## src/rtl/omux_arbiter.sv

```systemverilog
// Round-robin packet arbiter sharing one FT2232 transmit byte path among N_REQ requesters.
// Optional per-grant burst limit enabled by defining OMUX_BURST_LIMIT_EN.
module omux_arbiter #(
  parameter int unsigned N_REQ     = 2,
  parameter int unsigned MAX_BURST = 16
) (
  input  logic               clk_i,
  input  logic               reset_n_i,
  input  logic [N_REQ-1:0]   req_i,
  input  logic [8*N_REQ-1:0] data_i,
  output logic [N_REQ-1:0]   sel_o,
  output logic [N_REQ-1:0]   grant_o,
  output logic [7:0]         out_data_o,
  output logic               out_wr_o,
  input  logic               out_rdy_i,
  output logic               busy_o
);

  localparam int unsigned IDX_W = (N_REQ > 1) ? $clog2(N_REQ) : 1;
  localparam logic [IDX_W-1:0] LAST_IDX = IDX_W'(N_REQ - 1);

  if (N_REQ < 2 || N_REQ > 8) begin : g_bad_n_req
    $error("omux_arbiter: N_REQ must be in 2..8");
  end
  if (MAX_BURST < 1 || MAX_BURST > 255) begin : g_bad_max_burst
    $error("omux_arbiter: MAX_BURST must be in 1..255");
  end

  typedef enum logic {
    ST_IDLE,
    ST_GRANT
  } state_t;

  state_t           state_q, state_d;
  logic [IDX_W-1:0] owner_q, owner_d;
  logic [IDX_W-1:0] ptr_q, ptr_d;
  logic [N_REQ-1:0] grant_q, grant_d;
  logic [N_REQ-1:0] sel_c;
  logic [7:0]       out_data_q;
  logic             out_wr_q;
  logic             busy_q;

  logic             pick_found;
  logic [IDX_W-1:0] pick_idx;
  logic [IDX_W-1:0] cand;
  int unsigned      rr_sum;
  logic [7:0]       owner_byte;
  logic             owner_req;
  logic             burst_release;

  // First pending request at or above ptr, wrapping at N_REQ.
  always_comb begin
    pick_found = 1'b0;
    pick_idx   = ptr_q;
    cand       = ptr_q;
    rr_sum     = 0;
    for (int unsigned i = 0; i < N_REQ; i++) begin
      rr_sum = 32'(ptr_q) + i;
      if (rr_sum >= N_REQ) begin
        rr_sum = rr_sum - N_REQ;
      end
      cand = IDX_W'(rr_sum);
      if (!pick_found && req_i[cand]) begin
        pick_found = 1'b1;
        pick_idx   = cand;
      end
    end
  end

  always_comb begin
    owner_byte = 8'h00;
    for (int unsigned k = 0; k < N_REQ; k++) begin
      if (owner_q == IDX_W'(k)) begin
        owner_byte = data_i[8*k +: 8];
      end
    end
  end

  assign owner_req = req_i[owner_q];

`ifdef OMUX_BURST_LIMIT_EN
  localparam logic [7:0] BURST_MAX = 8'(MAX_BURST);

  logic [7:0] burst_cnt_q, burst_cnt_d;
  logic       others_pending;

  assign others_pending = |(req_i & ~grant_q);
  assign burst_release  = (burst_cnt_q == BURST_MAX) && others_pending;

  // Cleared on each new grant, saturates at the limit while nobody else waits.
  always_comb begin
    burst_cnt_d = burst_cnt_q;
    if (state_q == ST_IDLE && pick_found) begin
      burst_cnt_d = 8'h00;
    end else if ((|sel_c) && (burst_cnt_q != BURST_MAX)) begin
      burst_cnt_d = burst_cnt_q + 8'h01;
    end
  end

  always_ff @(posedge clk_i or negedge reset_n_i) begin
    if (!reset_n_i) begin
      burst_cnt_q <= 8'h00;
    end else begin
      burst_cnt_q <= burst_cnt_d;
    end
  end
`else
  assign burst_release = 1'b0;
`endif

  // Next-state and accept logic; the grant only ends when the owner lets go.
  always_comb begin
    state_d = state_q;
    owner_d = owner_q;
    ptr_d   = ptr_q;
    grant_d = grant_q;
    sel_c   = '0;
    case (state_q)
      ST_IDLE: begin
        if (pick_found) begin
          state_d           = ST_GRANT;
          owner_d           = pick_idx;
          grant_d           = '0;
          grant_d[pick_idx] = 1'b1;
        end
      end
      ST_GRANT: begin
        if (!owner_req || burst_release) begin
          state_d = ST_IDLE;
          grant_d = '0;
          ptr_d   = (owner_q == LAST_IDX) ? '0 : owner_q + IDX_W'(1);
        end else begin
          sel_c[owner_q] = out_rdy_i;
        end
      end
      default: begin
        state_d = ST_IDLE;
        grant_d = '0;
      end
    endcase
  end

  always_ff @(posedge clk_i or negedge reset_n_i) begin
    if (!reset_n_i) begin
      state_q    <= ST_IDLE;
      owner_q    <= '0;
      ptr_q      <= '0;
      grant_q    <= '0;
      out_data_q <= 8'h00;
      out_wr_q   <= 1'b0;
      busy_q     <= 1'b0;
    end else begin
      state_q  <= state_d;
      owner_q  <= owner_d;
      ptr_q    <= ptr_d;
      grant_q  <= grant_d;
      out_wr_q <= |sel_c;
      busy_q   <= (state_d == ST_GRANT);
      if (|sel_c) begin
        out_data_q <= owner_byte;
      end
    end
  end

  assign sel_o      = sel_c;
  assign grant_o    = grant_q;
  assign out_data_o = out_data_q;
  assign out_wr_o   = out_wr_q;
  assign busy_o     = busy_q;

endmodule

```

## config.mk

```make
export PLATFORM = sky130hd
export DESIGN_NAME = omux_arbiter
export DESIGN_NICKNAME = d
export VERILOG_FILES = /design/src/rtl/omux_arbiter.sv
export SDC_FILE = /design/constraint.sdc
export NUM_CORES = 1
export LEC_CHECK = 0
export CORE_MARGIN = 5
export CORE_UTILIZATION = 35
export CTS_BUF_LIST = sky130_fd_sc_hd__clkbuf_16
export CTS_CLUSTER_DIAMETER = 200
export CTS_CLUSTER_SIZE = 16
export DETAILED_ROUTE_END_ITERATION = 16
export PLACE_DENSITY = 0.74
export SYNTH_ARGS = -nofsm -noshare
export SYNTH_HDL_FRONTEND = slang
export SYNTH_SLANG_ARGS = --single-unit
```

## constraint.sdc

```tcl
create_clock -name clk_i -period 1.4 [get_ports clk_i]
set_input_delay 0.14 -clock clk_i [delete_from_list [all_inputs] [get_ports clk_i]]
set_output_delay 0.14 -clock clk_i [all_outputs]
set_load 0.02 [all_outputs]
```

# [After elaboration in Yosys (flattened, before gate mapping)]
# Cells that the tools add are included.
[op_classes] n_addsub=4 order_cmp=8 n_reduce_logical=8 bitwise=3 mux=26 eq_ne=2
[ops] cell="1-bit 2-to-1 mux" n=17
[ops] cell="1-bit by 2-bit less-than comparator with 1-bit output, second input constant" n=4
[ops] cell="2-bit 2-to-1 mux" n=4
[ops] cell="8-bit 2-to-1 mux" n=1
[ops] cell="2-bit AND reduction" n=3
[ops] cell="2-bit inequality test, second input constant" n=2
[ops] cell="2-bit one-hot mux with 2 select lines" n=1
[ops] cell="1-bit logical AND" n=3
[ops] cell="1-bit by 1-bit adder with 2-bit output, second input constant" n=1
[ops] cell="2-bit bitwise AND" n=1
[ops] cell="1-bit demux with 1-bit select" n=2
[ops] cell="1-bit >= comparator, second input constant" n=2
[ops] cell="1-bit by 2-bit >= comparator with 1-bit output, second input constant" n=1
[ops] cell="2-bit >= comparator, second input constant" n=1
[ops] cell="1-bit NOT" n=2
[ops] cell="1-bit one-hot mux with 2 select lines" n=1
[ops] cell="2-bit OR reduction" n=1
[ops] cell="1-bit subtractor, second input constant" n=2
[ops] cell="1-bit adder, second input constant" n=1
[ops] cell="1-bit logical NOT" n=1
[totals] out_inout_bits=14 elab_cells=57 regBits=14 input_bits=21

# [Longest topological paths before layout]
[logic_depth] depth_word=14 depth_mapped=5 ltp_nobuf=3

# [Worst setup path before layout]
# No wires, ideal clock.
[synth_timing] path_type="register to register" startpoint="reg busy_o (netlist name)" endpoint="reg out_data_q[0], in the netlist out_data_o[0]" arrival_time_ps=1304 stages_incl_launch_ff=5 setup_slack_ps=-29 t_required_ps=1275 cell_sequence="dfrtp_1 > buf_4 > nand2_1 > a21oi_4 > mux2_2"
[synth_rtl] element="to (signal assigned)" line_no="160" text="out_data_q <= owner_byte;"
[synth_rtl] element="to (decl)" line_no="39" text="logic [7:0] out_data_q;"

# [Final worst setup path]
[layout_timing] startpoint="reg out_data_q[2], in the netlist out_data_o[2]" endpoint="out out_data_o[2]"
[layout_rtl] element="to (decl)" line_no="13" text="output logic [7:0] out_data_o,"
# No word-level cell between the ends.

==> impl_results.md <==
- Post-synthesis xor/xnor area fraction: 0%
- WL final: 1739 µm
- Adder-Cell Fraction of Synth Area: 0%
- Post-CTS Repair Setup Buffers: 0
- Reg clk slew, reported paths: 50 ps
- First-pass GRT wire length: 2939 µm
- Arr. time, crit path: 1220 ps
- CP max stage cell: clkdlybuf4s50_1
- Top cell type's share of synthesized area: 48.11%
- Synth Flop Type: dfrtp_1
- Asr flop ratio synth: 100.0%
- Root Driver: clkbuf_16
- CTS Buffer Depth: 2
- Worst slew pin tran: 248.0 ps
- Post-CTS Hold Buffers: 0
- Placed Instances: 126
- Clk_lat worst skew: 240 ps
- Leakage power: 0.5290 nW
- Synth Area in Compound Gates: 10.31%
- H-tree levels: 1
- Crit start category: register
- Worst VDD drop: 0.001246 V
- Gpl congestion: 0.6927
- Status: finished clean
- Layout Area Growth over Synthesis: 66.49%
- Worst-case clock skew: 1.220 ps
- Top Usage Layer GRT: met2
- CP Class: register to output port
- Tcrit/Tclk final: 97.10%
- Met2 usage: 22.13%
- Placed cell area: 1139 µm²
- Pre-CTS setup slack: -208.6 ps
- Synth Cell Area: 728.2 µm²
- Power per Cell Area: 2022 nW/µm²
- Most frequent cell after synthesis: mux2_2
- Number of port buffers: 34
- FP Rows: 16
- Fin area: 1212 µm²
- Ratio of cells with drive above 1 in the final layout: 32.04%
- Initial antenna violation count: 0
- Worst path buffer plus inverter count: 1
- Yosys reg bits: 14
- Final routed DRC violation total: 0
- Number of top-level pins: 35
- Detail Placement HPWL: 1422 µm
- Initial DRT Pass Iterations: 4
- Total number of vias: 603
- Syn_nets: 82
- Max-slew violations: 0
- TritonCTS clock tree: yes
- Largest family of logic cells by synthesized area: multiplexers
- Synth warnings: 0
- M1 GR Usage: 11.38%
- Vias per cell: 4.638
- Largest net degree at the start of global routing: 15
- Slowest stage delay, CP: 630 ps
- RSZ-0062 raised after global routing: no
- Final hold viol count: 0
- Sequential fraction of the synthesis area: 48.11%
- Cells after Synth: 61
- Non-filler cells, final: 130
- Ant diodes: 0
- Die X: 55.62 µm
- Initial DRC count: 7
- Worst path top cell family by delay: buffers and inverters
- Core Area: 1982 µm²
- Sink Count: 14
- CTS buffer count: 3
- WL per Instance: 13.38 µm
- Crit-path cells: clkdlybuf4s50_1
- Worst Path Required: 1260 ps
- Cell variety after synth: 20
- Initial Util: 36.74%
- CP endpoint kind: output port
- Most instantiated cells after synthesis: 16 x mux2_2, 14 x dfrtp_1, 5 x nand2_1
- GR Util All Layers: 11.69%
- NumNets Final: 125
- Slew HR: 83.42%
- Hold/Removal Path Class: input pin to asynchronous set/reset pin
- Post-synth EDFFs: 0
- Simple-Gate Fraction of Synth Area: 11.17%
- Die height: 55.62 µm
- Total gr overflow: 0
- Area contributors post-synth: dfrtp_1 48%, mux2_2 25%, buf_6 3.1%, nand2_1 2.6%, a21oi_4 2.2%
- Final setup viols: 0
- Max FO, Critical Path: 2
- Setup ws final: 40.60 ps
- Multiplexer share of the synthesized area: 24.74%
- Avg Inst Size Synth: 11.94 µm²
- Final min period: 1359 ps
- Fmax: 735.6 MHz
- Maxcap violations: 0
- Die ar.: 3093 µm²
- Vias in the first global route: 693
- Met3 Use GR: 5.800%
- Yosys top cell by area: dfrtp_1
- Post-DRT Antenna Nets: 0
==> through the flow <==
stage | total power, mW | setup TNS [ps] | hold slack (ps) | utilization, %
2_1_floorplan | 1.434 | 0 | -155.6 | -
3_3_place_gp | 1.925 | -1106 | 463.7 | 57.45
3_5_place_dp | 1.954 | -1188 | 464.4 | 57.45
4_1_cts | 2.482 | 0 | 215.2 | 61.24
5_1_grt | 2.593 | 0 | 227.5 | 61.17
6_report | 2.451 | 0 | 208.0 | 61.17
==> kinds of logic after synthesis <==
logic type,after synthesis
DFF,14
muxes,16
AOI/OAI and AO/OA,11
buffers and inverters,6
and+or+nand+nor,14
==> report_power, final <==
group | switching (mW) | internal [mW]
Clock | 0.149 | 0.376
Sequential | 0.117 | 0.595
Combinational | 0.553 | 0.661
==> final cells by class <==
type                    instances  area (µm²)
clock buffers                   3       75.07
clock inverters                 1       3.754
fillers                       155       769.5
inverters                       3       11.26
multi-input cells              41       336.6
flip-flops and latches         14       351.6
well taps                      27       33.78
repair buffers                 41       400.4
==> routing by layer <==
metal / routed length, µm / up-vias
met3: 185 / 0
li1: - / 300
met5: 0 / -
met1: 691 / 281
met2: 862 / 22
met4: 0 / 0
==> cells in the final DEF, fill, tap and decap left out, drive strengths merged, types with 2 or more instances in the layout <==
cell and count:
dfrtp 14, nand2 6, buf 7, clkdlybuf4s50 30
a21oi 4, clkbuf 4, mux2 16, o21ai 3
a31oi 2, dlygate4sd2 2, inv 3, nor2 2
nand2b 2
==> path summary, 6_finish.rpt <==
check	startpoint	to	slack (ps)	cells past startpoint
max reg2reg	owner_q	out_data_o[7]	80	3
max in group asynchronous	reset_n_i	busy_o	1010	2
max	out_data_o[2]	out_data_o[2]	40	1
min reg2reg	out_data_o[3]	out_data_o[3]	500	1
min in group clk_i	out_data_o[3]	out_data_o[3]	500	1
min	reset_n_i	out_data_o[6]	210	2
==> registers in the layout (all words and copies together), names as in the netlist <==
signal,count
owner_q,1
out_data_o,8
ptr_q,1
grant_o,2
out_wr_o,1
busy_o,1
==> repair_timing <==
item	4_1_cts	5_1_grt
resized for setup	3	3
endpoints found under the setup margin	3	2
pin swaps	0	0
hold endpoints to repair	0	0
(Power assumes the default switching activity.)
